## src/rtl/game_flow_ctrl.sv

```systemverilog
// rtl/game_flow_ctrl.sv - N-tank match sequencer: rounds, pause, round-end delay, scoring
//
// Ports:
//   CLK, RESET    clock, synchronous active-high reset
//   frame_tick    one-cycle pulse per video frame (only counted in ROUND_END)
//   keycode       four HID key bytes; START_KEY / PAUSE_KEY are edge-detected
//   maze_ready    maze generator done (level)
//   hit           per-tank destroyed strobe
//   title         high in TITLE
//   game_end      01 in NEW_ROUND, 10 in GAME_OVER, 00 otherwise
//   maze_start    one-cycle pulse on entry to NEW_ROUND
//   round_active  high in IN_GAME only
//   paused        high in PAUSED
//   alive         registered alive mask
//   scores        packed per-player scores, player i at [i*SCORE_W +: SCORE_W]
//   match_winner  winning player index, valid in GAME_OVER
module game_flow_ctrl #(
  parameter int         NUM_PLAYERS = 2,
  parameter int         SCORE_W     = 4,
  parameter int         WIN_SCORE   = 5,
  parameter int         END_DELAY   = 120,
  parameter logic [7:0] START_KEY   = 8'h28,
  parameter logic [7:0] PAUSE_KEY   = 8'h13
) (
  input  logic                           CLK,
  input  logic                           RESET,
  input  logic                           frame_tick,
  input  logic [31:0]                    keycode,
  input  logic                           maze_ready,
  input  logic [NUM_PLAYERS-1:0]         hit,
  output logic                           title,
  output logic [1:0]                     game_end,
  output logic                           maze_start,
  output logic                           round_active,
  output logic                           paused,
  output logic [NUM_PLAYERS-1:0]         alive,
  output logic [NUM_PLAYERS*SCORE_W-1:0] scores,
  output logic [1:0]                     match_winner
);

  localparam int CNT_W = (END_DELAY > 1) ? $clog2(END_DELAY) : 1;
  localparam logic [CNT_W-1:0] CNT_LAST = CNT_W'(END_DELAY - 1);

  typedef enum logic [2:0] {
    S_TITLE,
    S_NEW_ROUND,
    S_IN_GAME,
    S_PAUSED,
    S_ROUND_END,
    S_SCORE,
    S_GAME_OVER
  } state_t;

  state_t                         state_q, state_d;
  logic                           start_hit, pause_hit;
  logic                           start_hit_q, pause_hit_q;
  logic                           start_edge, pause_edge;
  logic                           entry_q;
  logic [NUM_PLAYERS-1:0]         alive_q, alive_hit;
  logic [NUM_PLAYERS*SCORE_W-1:0] scores_q;
  logic [1:0]                     winner_q;
  logic [CNT_W-1:0]               cnt_q;
  logic [1:0]                     surv_idx;
  logic [SCORE_W-1:0]             surv_score, score_next;
  logic                           one_left, win;

  function automatic logic [2:0] count_ones(input logic [NUM_PLAYERS-1:0] v);
    logic [2:0] n;
    n = '0;
    for (int i = 0; i < NUM_PLAYERS; i++) n = n + {2'b00, v[i]};
    return n;
  endfunction

  always_comb begin
    start_hit = 1'b0;
    pause_hit = 1'b0;
    for (int b = 0; b < 4; b++) begin
      if (keycode[b*8 +: 8] == START_KEY) start_hit = 1'b1;
      if (keycode[b*8 +: 8] == PAUSE_KEY) pause_hit = 1'b1;
    end
  end

  assign start_edge = start_hit & ~start_hit_q;
  assign pause_edge = pause_hit & ~pause_hit_q;
  assign alive_hit  = alive_q & ~hit;

  // Survivor lookup is only meaningful when exactly one alive bit is set.
  always_comb begin
    surv_idx = '0;
    for (int i = 0; i < NUM_PLAYERS; i++) begin
      if (alive_q[i]) surv_idx = 2'(i);
    end
  end

  assign surv_score = scores_q[int'(surv_idx)*SCORE_W +: SCORE_W];
  assign score_next = surv_score + SCORE_W'(1);
  assign one_left   = (count_ones(alive_q) == 3'd1);
  assign win        = (score_next == SCORE_W'(WIN_SCORE));

  always_ff @(posedge CLK) begin
    if (RESET) state_q <= S_TITLE;
    else       state_q <= state_d;
  end

  always_comb begin
    state_d = state_q;
    case (state_q)
      S_TITLE:     if (start_edge) state_d = S_NEW_ROUND;
      // entry_q marks the first NEW_ROUND cycle, where maze_ready is stale
      S_NEW_ROUND: if (!entry_q && maze_ready) state_d = S_IN_GAME;
      S_IN_GAME: begin
        if (count_ones(alive_hit) <= 3'd1) state_d = S_ROUND_END;
        else if (pause_edge)               state_d = S_PAUSED;
      end
      S_PAUSED:    if (pause_edge) state_d = S_IN_GAME;
      S_ROUND_END: if (frame_tick && cnt_q == CNT_LAST) state_d = S_SCORE;
      S_SCORE:     state_d = (one_left && win) ? S_GAME_OVER : S_NEW_ROUND;
      S_GAME_OVER: if (start_edge) state_d = S_TITLE;
      default:     state_d = S_TITLE;
    endcase
  end

  always_ff @(posedge CLK) begin
    if (RESET) begin
      start_hit_q <= 1'b0;
      pause_hit_q <= 1'b0;
      entry_q     <= 1'b0;
      alive_q     <= '1;
      scores_q    <= '0;
      winner_q    <= '0;
      cnt_q       <= '0;
    end else begin
      start_hit_q <= start_hit;
      pause_hit_q <= pause_hit;
      entry_q     <= (state_d == S_NEW_ROUND) && (state_q != S_NEW_ROUND);

      if (state_d == S_NEW_ROUND && state_q != S_NEW_ROUND)
        alive_q <= '1;
      else if (state_q == S_IN_GAME || state_q == S_ROUND_END)
        alive_q <= alive_hit;

      if (state_q == S_TITLE && start_edge)
        scores_q <= '0;
      else if (state_q == S_SCORE && one_left) begin
        scores_q[int'(surv_idx)*SCORE_W +: SCORE_W] <= score_next;
        if (win) winner_q <= surv_idx;
      end

      // Held at zero through IN_GAME so ROUND_END always starts from a clean count.
      if (state_q == S_IN_GAME)
        cnt_q <= '0;
      else if (state_q == S_ROUND_END && frame_tick)
        cnt_q <= cnt_q + CNT_W'(1);
    end
  end

  always_comb begin
    title        = (state_q == S_TITLE);
    game_end     = 2'b00;
    if (state_q == S_NEW_ROUND) game_end = 2'b01;
    if (state_q == S_GAME_OVER) game_end = 2'b10;
    maze_start   = (state_q == S_NEW_ROUND) && entry_q;
    round_active = (state_q == S_IN_GAME);
    paused       = (state_q == S_PAUSED);
    alive        = alive_q;
    scores       = scores_q;
    match_winner = winner_q;
  end

endmodule

```

## config.mk

```make
export PLATFORM = sky130hd
export DESIGN_NAME = game_flow_ctrl
export DESIGN_NICKNAME = d
export VERILOG_FILES = /design/src/rtl/game_flow_ctrl.sv
export SDC_FILE = /design/constraint.sdc
export NUM_CORES = 1
export LEC_CHECK = 0
export ABC_AREA = 0
export BUFFER_PORTS_ARGS = -buffer_cell sky130_fd_sc_hd__buf_2
export CORE_UTILIZATION = 40
export CTS_BUF_LIST = sky130_fd_sc_hd__clkbuf_8
export DETAILED_ROUTE_END_ITERATION = 7
export GPL_TIMING_DRIVEN = 0
export PLACE_DENSITY = 0.67
export SYNTH_ARGS = -nofsm -noshare
export SYNTH_HDL_FRONTEND = slang
export SYNTH_SLANG_ARGS = --single-unit
```

## constraint.sdc

```tcl
create_clock -name CLK -period 3.7 [get_ports CLK]
set_input_delay 0.185 -clock CLK [delete_from_list [all_inputs] [get_ports CLK]]
set_output_delay 0.185 -clock CLK [all_outputs]
set_load 0.01 [all_outputs]
```

==> out/qor.txt <==
vias in the first global route: 1219
post-synth net total: 207
Max IR drop VDD: 217 uV
end point of the critical path: match_winner[0]
RD Place Congestion: 0.758
Hold Violations, Final: 0
synthesis warning total: 0
CP bufs+invs: 2
achievable clock frequency: 0.451 GHz
Crit Reg-Reg Startpoint: alive[1]
Setup CP Type: flop to flop
Cell variety after synth: 48
Cells after Synth: 166
Crit path max-delay family: compound AO/OA/AOI/OAI gates
R2R depth: 9
clk root buf: clkbuf_8
die area: 3970 um2
DR DRC count: 0
gr usage total: 16.7%
clk_lat worst skew: 270 ps
Hold Slack: 195 ps
Vias: 1386
vias per cell: 5.15
EDFF count, synth: 0
drt total wl: 3300 um
CP Depth: 9
die width: 63.0 um
Slowest cell on crit path: dfxtp_1
antenna diode count: 0
CP max FO: 10
Final ANT Viol Nets: 0
share of cells above drive strength 1: 34.1%
FF-to-FF setup slack: 1480 ps
first-pass GRT wire length: 5360 um
most frequent cells in the layout: buf_2 (54), dfxtp_1 (24), nor2_1 (19)
final critical-path share of the clock period: 60.0%
crit path time final: 2220 ps
Arrival @ worst endpoint: 2390 ps
Critical Path Start Type: flop
fraction of registers with async set/reset: 0%
Num CTS Buffers: 3
Cell Area, Synth: 1490 um2
chip height: 63.0 um
synthesized area per cell: 8.98 um2
largest net degree at the start of global routing: 15
Routed wire per std cell: 12.3 um
Post-CTS Hold Fix Bufs: 0
Pleak: 0.830 nW
CTS tree: yes
outcome: finished clean
Req. time, crit path: 3870 ps
Clock Sinks: 24
hpwl dp: 2600 um
CTS clk-pin slew, worst paths: 90 ps
Final Setup Violations: 0
Setup crit end kind: flop
CP peak stage delay: 330 ps
Gates resized, CTS repair: 0
final setup skew: 1.13 ps
max-slew violations: 0
Area Overhead vs Synth: 26.4%
IO Count: 56
Synth Register Bits: 24
commonest non-fill, non-tap cell in the layout: buf_2
Max Cap Viol: 0
Initial DRC Count: 41
setup TNS: 0 ps
unrepaired setup endpoints after global routing: no
Fill cells: 321
IO Port Bufs: 53
Max-slew headroom: 66.7%
cells along the critical path: buf_2 -> mux2i_1 -> inv_1 -> ha_1 -> xnor2_1 -> o22ai_1 -> nor3b_2 -> nand2_1 -> a31o_2
register area: 480 um2
sequential cell area fraction in the yosys report: 32.2%
# H-tree levels: 1
Hold Path Class: primary input to flop
nets@finish: 265
Initial DRT Pass Iterations: 4
PD cells: 304 nW/um2
area occupied by multi-input gates: 961 um2
Rows: 21
initial antenna violation count: 0
post-CTS setup repair buffer count: 0
core area: 3440 um2
Initial Util: 43.3%
Slew @ Worst Pin: 496 ps
ys flop type: dfxtp_1
final global-route overflow total: 0
Worst Setup SP: alive[1]
R2R Path End: match_winner[0]
clk buf depth: 2
power breakdown:
group          switching (mW)  internal, mW  leakage [nW]  total, mW
combinational          0.0340        0.0378         0.601     0.0718
sequential            0.00574         0.262         0.194      0.268
clock                  0.0883         0.145        0.0357      0.233
worst min path at each step:
stage | startpoint | to | cells past startpoint
5_1_grt | RESET | state_q[0] | 2
6_report | RESET | state_q[2] | 2
4_1_cts | RESET | state_q[0] | 2
3_3_place_gp | RESET | state_q[2] | 2
3_5_place_dp | RESET | entry_q | 2
2_1_floorplan | hit[0] | alive[0] | 3
synth_stat cells, types with 2 or more instances:
| cell | instances | area (um2) |
|---|---|---|
| nor4b_1 | 2 | 17.5 |
| a31oi_1 | 2 | 12.5 |
| xnor2_1 | 5 | 43.8 |
| nor3_1 | 2 | 10.0 |
| nand3_1 | 2 | 10.0 |
| nand3b_1 | 7 | 52.6 |
| or3_1 | 3 | 18.8 |
| a41oi_2 | 2 | 32.5 |
| clkbuf_2 | 2 | 10.0 |
| a211oi_1 | 2 | 15.0 |
| o21ai_0 | 4 | 20.0 |
| xor2_1 | 8 | 70.1 |
| nor4b_2 | 2 | 30.0 |
| nand2b_1 | 5 | 31.3 |
| a31o_2 | 2 | 17.5 |
| mux2i_1 | 5 | 50.1 |
| dfxtp_1 | 24 | 480 |
| nor2_1 | 19 | 71.3 |
| nand2_1 | 16 | 60.1 |
| a21oi_1 | 7 | 35.0 |
| inv_1 | 6 | 22.5 |
| ha_1 | 3 | 37.5 |
| nand4_1 | 5 | 31.3 |
| nor3b_1 | 5 | 37.5 |
| nand4bb_4 | 3 | 82.6 |
final cells by class:
class	instances	area share [%]
Inverter	6	1.20
Sequential cell	24	25.5
Tap cell	46	3.05
Multi-Input combinational cell	131	51.0
Clock buffer	3	2.19
Clock inverter	1	1.59
Buffer	5	1.39
Timing Repair Buffer	53	14.1
metal layers:
metal  routed length [um]  GRT usage, %  share of wire [%]  up-vias
met5                    0             0                  0        -
li1                     -             -                  -      715
met2                 1510          26.9                 46       34
met1                 1600          22.4                 49      633
met4                   31          5.23               0.94        0
met3                  154          2.74                4.7        4
worst reg2reg max path, stage by stage (launching register included):
cell	delay [ps]
dfxtp_1	330
buf_2	210
mux2i_1	270
inv_1	70
ha_1	250
xnor2_1	150
o22ai_1	190
nor3b_2	260
nand2_1	120
a31o_2	270
per-stage QoR:
stage / std cells / setup WS, ps / power (mW) / cell area, um2 / util, %
after floorplan: 166 / 1650 / 0.313 / 1490 / -
final: 269 / 1480 / 0.573 / 1880 / 54.7
after global routing: 269 / 1320 / 0.595 / 1880 / 54.7
after detailed placement: 265 / 1520 / 0.346 / 1810 / 52.7
after global placement: 265 / 1510 / 0.345 / 1810 / 52.7
after CTS: 269 / 1490 / 0.577 / 1880 / 54.7
kinds of logic after synthesis:
kind of cell    count (synthesis)  share of synthesized area, %
simple gates                   82                          37.6
xor+xnor                       13                          7.64
buf+inv                        11                          3.27
compound gates                 27                          13.1
other cells                     1                         0.252
fa+ha+maj                       3                          2.52
flops                          24                          32.2
mux                             5                          3.36
registers in the layout, summed over array words and instances, names as in the netlist:
signal        flops
alive             2
cnt_q             7
entry_q           1
match_winner      1
pause_hit_q       1
scores            8
start_hit_q       1
state_q           3
Note: power is estimated with default switching activity, not from simulation.
